### config.mk
export PLATFORM = sky130hd
export DESIGN_NAME = reg_wr_sched
export DESIGN_NICKNAME = d
export VERILOG_FILES = /design/src/rtl/reg_wr_sched.sv
export SDC_FILE = /design/constraint.sdc
export NUM_CORES = 2
export LEC_CHECK = 0
export BUFFER_PORTS_ARGS = -buffer_cell sky130_fd_sc_hd__buf_4
export CAP_MARGIN = 5
export CELL_PAD_IN_SITES_DETAIL_PLACEMENT = 1
export CELL_PAD_IN_SITES_GLOBAL_PLACEMENT = 2
export CORE_AREA = 2 2 390 392
export DETAILED_ROUTE_END_ITERATION = 10
export DIE_AREA = 0 0 392 394
export MAX_ROUTING_LAYER = met4
export PLACE_DENSITY_LB_ADDON = 0.1
export SLEW_MARGIN = 20
export SYNTH_ARGS = -nofsm -noshare
export SYNTH_HDL_FRONTEND = slang
export SYNTH_SLANG_ARGS = --single-unit
### constraint.sdc
create_clock -name clk -period 6.4 [get_ports clk]
set_clock_uncertainty 0.15 [all_clocks]
set_input_delay 0.64 -clock clk [delete_from_list [all_inputs] [get_ports clk]]
set_output_delay 0.64 -clock clk [all_outputs]
set_load 0.005 [all_outputs]
### src/rtl/reg_wr_sched.sv
// reg_wr_sched: per-bank write scheduler in front of the register banks.
//
// Each bank has a single write port. Two producers compete for it: A (PE-tree
// results) and B (memory loads). For every bank, the block:
//   - allocates the lowest free entry from an occupancy bitmap,
//   - arbitrates A/B with a round-robin pointer, and
//   - drives a registered write (enable, address, data) one cycle after the grant.
// Entries return to the free pool when the controller invalidates them.
//
// Ports:
//   clk, rst      clock; asynchronous active-low reset
//   pipe_en       global enable; when low there are no grants and no state change
//   a_valid/a_data/a_ready   producer A handshake per bank
//   b_valid/b_data/b_ready   producer B handshake per bank
//   inv/inv_addr  free entry inv_addr[i] of bank i
//   reg_we/reg_wr_addr/reg_wr_data   registered bank write port
//   grant_addr    entry allocated to this cycle's grant (combinational)
//   full          bank has no free entry
//   free_cnt      number of free entries per bank
//   err_inv       sticky: an invalidate hit an entry that was already free
//
// Handshake: a transfer happens on a clock edge where valid && ready are both
// high. ready is combinational from valid and the current state. A producer
// that sees ready low must hold valid and data, because nothing is buffered
// here. ready never depends on ready itself.

module reg_wr_sched #(
  parameter int N_BANKS    = 8,
  parameter int BANK_DEPTH = 32,
  parameter int WORD_W     = 32,
  parameter int ADDR_W     = $clog2(BANK_DEPTH)
) (
  input  logic                        clk,
  input  logic                        rst,
  input  logic                        pipe_en,
  input  logic [N_BANKS-1:0]          a_valid,
  input  logic [N_BANKS*WORD_W-1:0]   a_data,
  output logic [N_BANKS-1:0]          a_ready,
  input  logic [N_BANKS-1:0]          b_valid,
  input  logic [N_BANKS*WORD_W-1:0]   b_data,
  output logic [N_BANKS-1:0]          b_ready,
  input  logic [N_BANKS-1:0]          inv,
  input  logic [N_BANKS*ADDR_W-1:0]   inv_addr,
  output logic [N_BANKS-1:0]          reg_we,
  output logic [N_BANKS*ADDR_W-1:0]   reg_wr_addr,
  output logic [N_BANKS*WORD_W-1:0]   reg_wr_data,
  output logic [N_BANKS*ADDR_W-1:0]   grant_addr,
  output logic [N_BANKS-1:0]          full,
  output logic [N_BANKS*(ADDR_W+1)-1:0] free_cnt,
  output logic                        err_inv
);

  logic [N_BANKS-1:0] err_hit;

  for (genvar g = 0; g < N_BANKS; g++) begin : g_bank
    logic [BANK_DEPTH-1:0] occ_q;
    logic [BANK_DEPTH-1:0] occ_d;
    logic [BANK_DEPTH-1:0] inv_mask;
    logic [BANK_DEPTH-1:0] alloc_mask;
    logic [ADDR_W-1:0]     alloc_idx;
    logic [ADDR_W-1:0]     inv_idx;
    logic [ADDR_W:0]       free_pop;
    logic                  prio_a_q;   // 1: A wins the next contested cycle
    logic                  is_full;
    logic                  can_grant;
    logic                  a_win;
    logic                  b_win;
    logic                  grant;
    logic                  inv_act;
    logic                  we_q;
    logic [ADDR_W-1:0]     waddr_q;
    logic [WORD_W-1:0]     wdata_q;

    assign inv_idx = inv_addr[g*ADDR_W +: ADDR_W];

    // Lowest-index free entry; scanning downwards leaves the smallest index.
    always_comb begin
      alloc_idx = '0;
      for (int j = BANK_DEPTH - 1; j >= 0; j--) begin
        if (!occ_q[j]) alloc_idx = ADDR_W'(j);
      end
    end

    always_comb begin
      free_pop = '0;
      for (int j = 0; j < BANK_DEPTH; j++) begin
        free_pop = free_pop + {{ADDR_W{1'b0}}, ~occ_q[j]};
      end
    end

    assign is_full   = &occ_q;
    assign can_grant = pipe_en && !is_full;
    assign a_win     = can_grant && a_valid[g] && (!b_valid[g] || prio_a_q);
    assign b_win     = can_grant && b_valid[g] && (!a_valid[g] || !prio_a_q);
    assign grant     = a_win || b_win;
    assign inv_act   = pipe_en && inv[g];

    assign alloc_mask = grant   ? ({{(BANK_DEPTH-1){1'b0}}, 1'b1} << alloc_idx) : '0;
    assign inv_mask   = inv_act ? ({{(BANK_DEPTH-1){1'b0}}, 1'b1} << inv_idx)   : '0;

    // Clear before set. An invalidate that lands on the entry being allocated
    // leaves it occupied, and it is flagged through err_hit because that entry
    // was free before the edge.
    assign occ_d = (occ_q & ~inv_mask) | alloc_mask;

    assign err_hit[g] = inv_act && !occ_q[inv_idx];

    always_ff @(posedge clk or negedge rst) begin
      if (!rst) begin
        occ_q    <= '0;
        prio_a_q <= 1'b1;
        we_q     <= 1'b0;
        waddr_q  <= '0;
        wdata_q  <= '0;
      end else begin
        occ_q <= occ_d;
        we_q  <= grant;
        // The pointer only moves when both producers asked; the loser goes first next time.
        if (grant && a_valid[g] && b_valid[g]) prio_a_q <= b_win;
        if (grant) begin
          waddr_q <= alloc_idx;
          wdata_q <= a_win ? a_data[g*WORD_W +: WORD_W] : b_data[g*WORD_W +: WORD_W];
        end
      end
    end

    assign a_ready[g]                         = a_win;
    assign b_ready[g]                         = b_win;
    assign full[g]                            = is_full;
    assign grant_addr[g*ADDR_W +: ADDR_W]     = alloc_idx;
    assign free_cnt[g*(ADDR_W+1) +: ADDR_W+1] = free_pop;
    assign reg_we[g]                          = we_q;
    assign reg_wr_addr[g*ADDR_W +: ADDR_W]    = waddr_q;
    assign reg_wr_data[g*WORD_W +: WORD_W]    = wdata_q;
  end

  always_ff @(posedge clk or negedge rst) begin
    if (!rst) err_inv <= 1'b0;
    else if (|err_hit) err_inv <= 1'b1;
  end

endmodule

* Word level (Yosys, flattened, before mapping) *
Cells that the tools add are included.

operators by class
  bitwise operators = 280
  reduce and logical (&&, ||, !) cells = 145
  eq/ne operators = 0
  $mul = 0
  magnitude comparators = 8
  div/mod/pow operators = 0
  add/subtract/negate cells = 248
  multiplexer cells = 296
  shift-type cells = 16

operators by type and width
  cell                                                        count
  two-way mux 5 bit                                           256
  adder 6 x 1 -> 6 bit                                        208
  two-way mux 32 bit                                          24
  << shifter 1 x 5 -> 32 bit, first input constant            16
  bitwise AND 32 bit                                          8
  inverter 1 bit                                              256
  inverter 32 bit                                             8
  bitwise OR 32 bit                                           8
  AND reduction 32 bit                                        8
  logical AND 1 bit                                           72
  adder 5 x 1 -> 6 bit                                        8
  less-than comparator 5 x 6 -> 1 bit, second input constant  8
  adder 4 x 1 -> 5 bit                                        8
  binary-select mux 1 bit (select 5 bit)                      8
  logical NOT 1 bit                                           40
  adder 3 x 1 -> 4 bit                                        8
  adder 2 x 1 -> 3 bit                                        8
  logical OR 1 bit                                            24
  adder 1 x 1 -> 2 bit                                        8
  two-way mux 1 bit                                           8
  OR reduction 8 bit                                          1

word-level totals
  output and inout bits = 417
  RAM bits = 0
  memory bits (read-only) = 0
  latch bits = 0
  input bits = 579
  memories kept = 0
  bits in registers = 569
  word-level logic and storage cells = 1034

* Longest topological paths before layout *
  depth after elaboration = 35
  depth in mapped cells = 16
  gate-level depth less buffers = 16

* Worst setup path after synthesis *
No wires, ideal clock.

  path kind = flip-flop to output port
  start = register g_bank[5].occ_q[3]
  end = output free_cnt[34]
  arrival time = 4.467 ns
  required time = 5.610 ns
  setup slack = 1.143 ns
  buffers on the path = 0
  cell stages (with the launch flop) = 17
  path through = dfrtp_1 fa_1 inv_1 fa_1 inv_1 fa_1 fa_1 fa_1 fa_1 inv_1 ha_1 inv_1 fa_1 inv_1 a21o_1 a21oi_1 xnor2_1

on the way
  longest elaborated chain between the ends = 30

RTL lines
  element                              RTL line  source
  from (decl)                          56        logic [BANK_DEPTH-1:0] occ_q;
  from (signal assigned)               110       occ_q <= '0;
  from (signal assigned)               116       occ_q <= occ_d;
  inverter 1 bit                       87        free_pop = free_pop + {{ADDR_W{1'b0}}, ~occ_q[j]};
  adder 3 x 1 -> 4 bit                 87
  adder 4 x 1 -> 5 bit                 87
  adder 5 x 1 -> 6 bit                 87
  adder 6 x 1 -> 6 bit (26 in series)  87
  to (decl)                            49        output logic [N_BANKS*(ADDR_W+1)-1:0] free_cnt,

No other way between the ends.

* Worst setup path after layout *
  start = register g_bank[0].occ_q[17]
  end = output free_cnt[4]

on the way
  longest elaborated chain between the ends = 16

RTL lines
  element                              RTL line
  from (decl)                          56
  from (signal assigned)               110
  from (signal assigned)               116
  inverter 1 bit                       87
  adder 6 x 1 -> 6 bit (15 in series)  87

No other way between the ends.

==> flow_metrics.tcl <==
set metrics [dict create \
    status "completed" \
    crit_chain "fa_1, inv_1, fa_1, fa_1, fa_1, fa_1, inv_1, fa_1, inv_1, ha_2, inv_2, fa_2, inv_2, a21o_1, a21oi_2, xnor2_1, buf_4" \
    core-area_sq_um 151000 \
    grt_max_degree 130 \
    synth_area_per_cell_sq_um 9.79 \
    ys.flop_type "dfrtp_1" \
    holdPathStages 3 \
    port_buffers 995 \
    yosysWarnings 0 \
    max-vdd-ir-drop_mv 0.683 \
    synth_area_sq_um 35700 \
    die_height_um 394 \
    synth_edf_count 0 \
    dpl_cell_area_sq_um 45300 \
    reg2reg_to "g_bank[2].wdata_q[31]" \
    synth_largest_area_cell "dfrtp_1" \
    antenna_found_initial 16 \
    ff2ff_setup_slack_ps 2360 \
    yosysSeqAreaShare_pct 40.0 \
    startpoint "g_bank[0].occ_q[17]" \
    routed_wl_um 176000 \
    dp_cells 6531 \
    yosysTopAreaCellShare_pct 39.4 \
    slowest_delay_ps 540 \
    hp-class "in2reg" \
    post-route-util_pct 34.3 \
    crit_type "reg2out" \
    hold_path.startpoint "a_data[200]" \
    cts_buffers 80 \
    cts_tree "done" \
    regToRegStartpoint "g_bank[2].occ_q[29]" \
    grt_pass1_vias 37200 \
    dieWidth_um 392 \
    total_power_mw 31.1 \
    fmax_mhz 160 \
    die_area_sq_um 154000 \
    clockBufferDepth 3 \
    place_ws_ps 613 \
    cp_common_cell "fa_1" \
    grt_pass1_wl_um 258000 \
    worst_pin_slew_ps 1090 \
    regArea_sq_um 14300 \
    path_clk_slew_ps 60 \
    wl_per_cell_um 25.0 \
    worstSetupStartpointType "flip-flop" \
    crit_required_ps 5610 \
    drtIter0Drc 2403 \
    hold_slack_ps 53.2 \
    postSynth.asyncResetShare_pct 100 \
    fin_area_sq_um 51600 \
    syn_nets 4476 \
    htreeDepth 3 \
    clock-root-buffer "clkbuf_16" \
    via_per_inst 4.95 \
    cp-end-kind "primary output" \
    post-route-min-period_ps 6240 \
    layout.nets 5765 \
    clk-insertion-delay-late_ps 690 \
    drive_gt1_share_pct 28.2 \
    grt_use_total_pct 22.8 \
    grt-ovfl-total 0 \
    ios 996 \
    clock-sinks 569 \
    p_leak_nw 23.3 \
    max_slew_margin_pct 26.9 \
    arrival_ps 5450 \
    hold_viol 0 \
    timing.final.ws_setup_ps 155 \
    post-route-drc-count 0 \
    finalSetupViolCount 0 \
    powerDensity_nw_per_um2 602 \
    via_count 34800 \
    ant_nets 0 \
    crit_slowest_cell "fa_1" \
    synth_cell_types 77 \
    ys_top_cells_by_count "inv_1 (576), dfrtp_1 (561), o21ai_0 (467)" \
    multi_input_area_sq_um 18500 \
    cap_violations 0 \
    reg2regPathDepth 8 \
    syn-instance-count 3641 \
    syn_to_final_growth_pct 44.7 \
    synthTopCellsByArea "dfrtp_1 (39%), fa_1 (11%), o21ai_0 (6.6%)" \
    drv_slew 0 \
    final_cells 7036 \
    rows 143 \
    yosysMostFrequentCell "inv_1" \
    fillCellCount 17100 \
    dp_hpwl_um 135000 \
    gp_congestion 0.823 \
    start_util_pct 23.7 \
    synth_seq_cells 569 \
    cp_num_buf_inv 6 \
    critPathMaxFanout 6 \
    finalCritPeriodShare_pct 97.6 \
    tns_ps 0 \
    min_to "g_bank[6].wdata_q[8]" \
    rsz0062_at_grt "yes" \
    path_delay_family "adder cells" \
    drt_first_pass_iters 10 \
]
==> final cells by class <==
type,instances,area share [%]
clock inverters,19,0.533
well taps,2030,4.92
multi-input cells,2303,35.9
flip-flops and latches,569,27.7
repair buffers,1386,21.8
diodes,13,0.0630
clock buffers,126,4.74
inverters,590,4.29
==> logic make-up after synthesis <==
| group | Yosys count | share of synthesized area, % |
|---|---|---|
| AOI/OAI and AO/OA | 1109 | 20.7 |
| buffers and inverters | 769 | 8.56 |
| and+or+nand+nor | 763 | 10.6 |
| DFF | 569 | 40.0 |
| adders and majority gates | 256 | 13.0 |
| muxes | 143 | 6.38 |
| xor gates and xnor gates | 32 | 0.786 |
==> worst max path at each step <==
stage / slack [ps] / end / cells after the start
finish: 160 / free_cnt[4] / 17
global route: -60 / free_cnt[4] / 17
CTS: -70 / free_cnt[4] / 17
detailed placement: 610 / free_cnt[5] / 15
global placement: 650 / free_cnt[5] / 15
floorplan: 1140 / free_cnt[34] / 16
==> tightest hold or removal path: stages <==
cell      delay, ps
buf_4            70
a222oi_1         70
inv_1            50
==> registers in the layout, indices dropped and copies added (netlist names) <==
name and count:
g_bank.we_q 8, err_inv 1, g_bank.waddr_q 40, g_bank.prio_a_q 8, g_bank.wdata_q 256, g_bank.occ_q 256
==> power by group <==
group	internal, mW	switching, mW	leakage [nW]
clock	2.83	1.92	1.34
sequential	4.40	0.983	7.10
combinational	9.91	11.0	14.8
total	17.1	13.9	23.3
==> routing by layer <==
metal	vias up	global-route usage (%)	share of wire, %	routed length, um
li1	15700	-	-	-
met1	18000	28.8	43	75100
met2	998	37.2	49	85600
met3	200	4.39	5.9	10400
met4	0	6.30	2.5	4470
met5	-	-	0	0
==> layout by cell type (no fill, tap or decap), types with 32 or more instances in the layout <==
| cell type | synthesis | layout |
|---|---|---|
| ha_1 | 64 | 59 |
| mux2i_1 | 64 | 64 |
| a222oi_1 | 193 | 193 |
| o21ai_0 | 467 | 464 |
| inv_1 | 576 | 566 |
| dlygate4sd3_1 | 0 | 318 |
| nand2_1 | 281 | 281 |
| clkbuf_16 | 0 | 83 |
| mux4_2 | 66 | 66 |
| nand2b_1 | 39 | 39 |
| nor2b_1 | 32 | 32 |
| xnor2_1 | 32 | 32 |
| buf_4 | 32 | 1063 |
| dfrtp_1 | 561 | 515 |
| dfrtp_2 | 0 | 46 |
| fa_1 | 192 | 181 |
| o31ai_1 | 93 | 93 |
| nor2_1 | 88 | 88 |
| nand3_1 | 100 | 100 |
| nand4_1 | 88 | 88 |
| a21oi_1 | 91 | 76 |
| o21ai_1 | 64 | 62 |
| a21o_1 | 35 | 35 |
==> what timing repair did <==
item | 4_1_cts | 5_1_grt
gates resized for setup | 6 | 77
pin swaps | 1 | 16
hold buffers | 318 | 0
hold endpoints to repair | 253 | 0
setup buffers | 4 | 25
endpoints found under the setup margin | 5 | 15
Note: power is estimated with default switching activity, not from simulation.
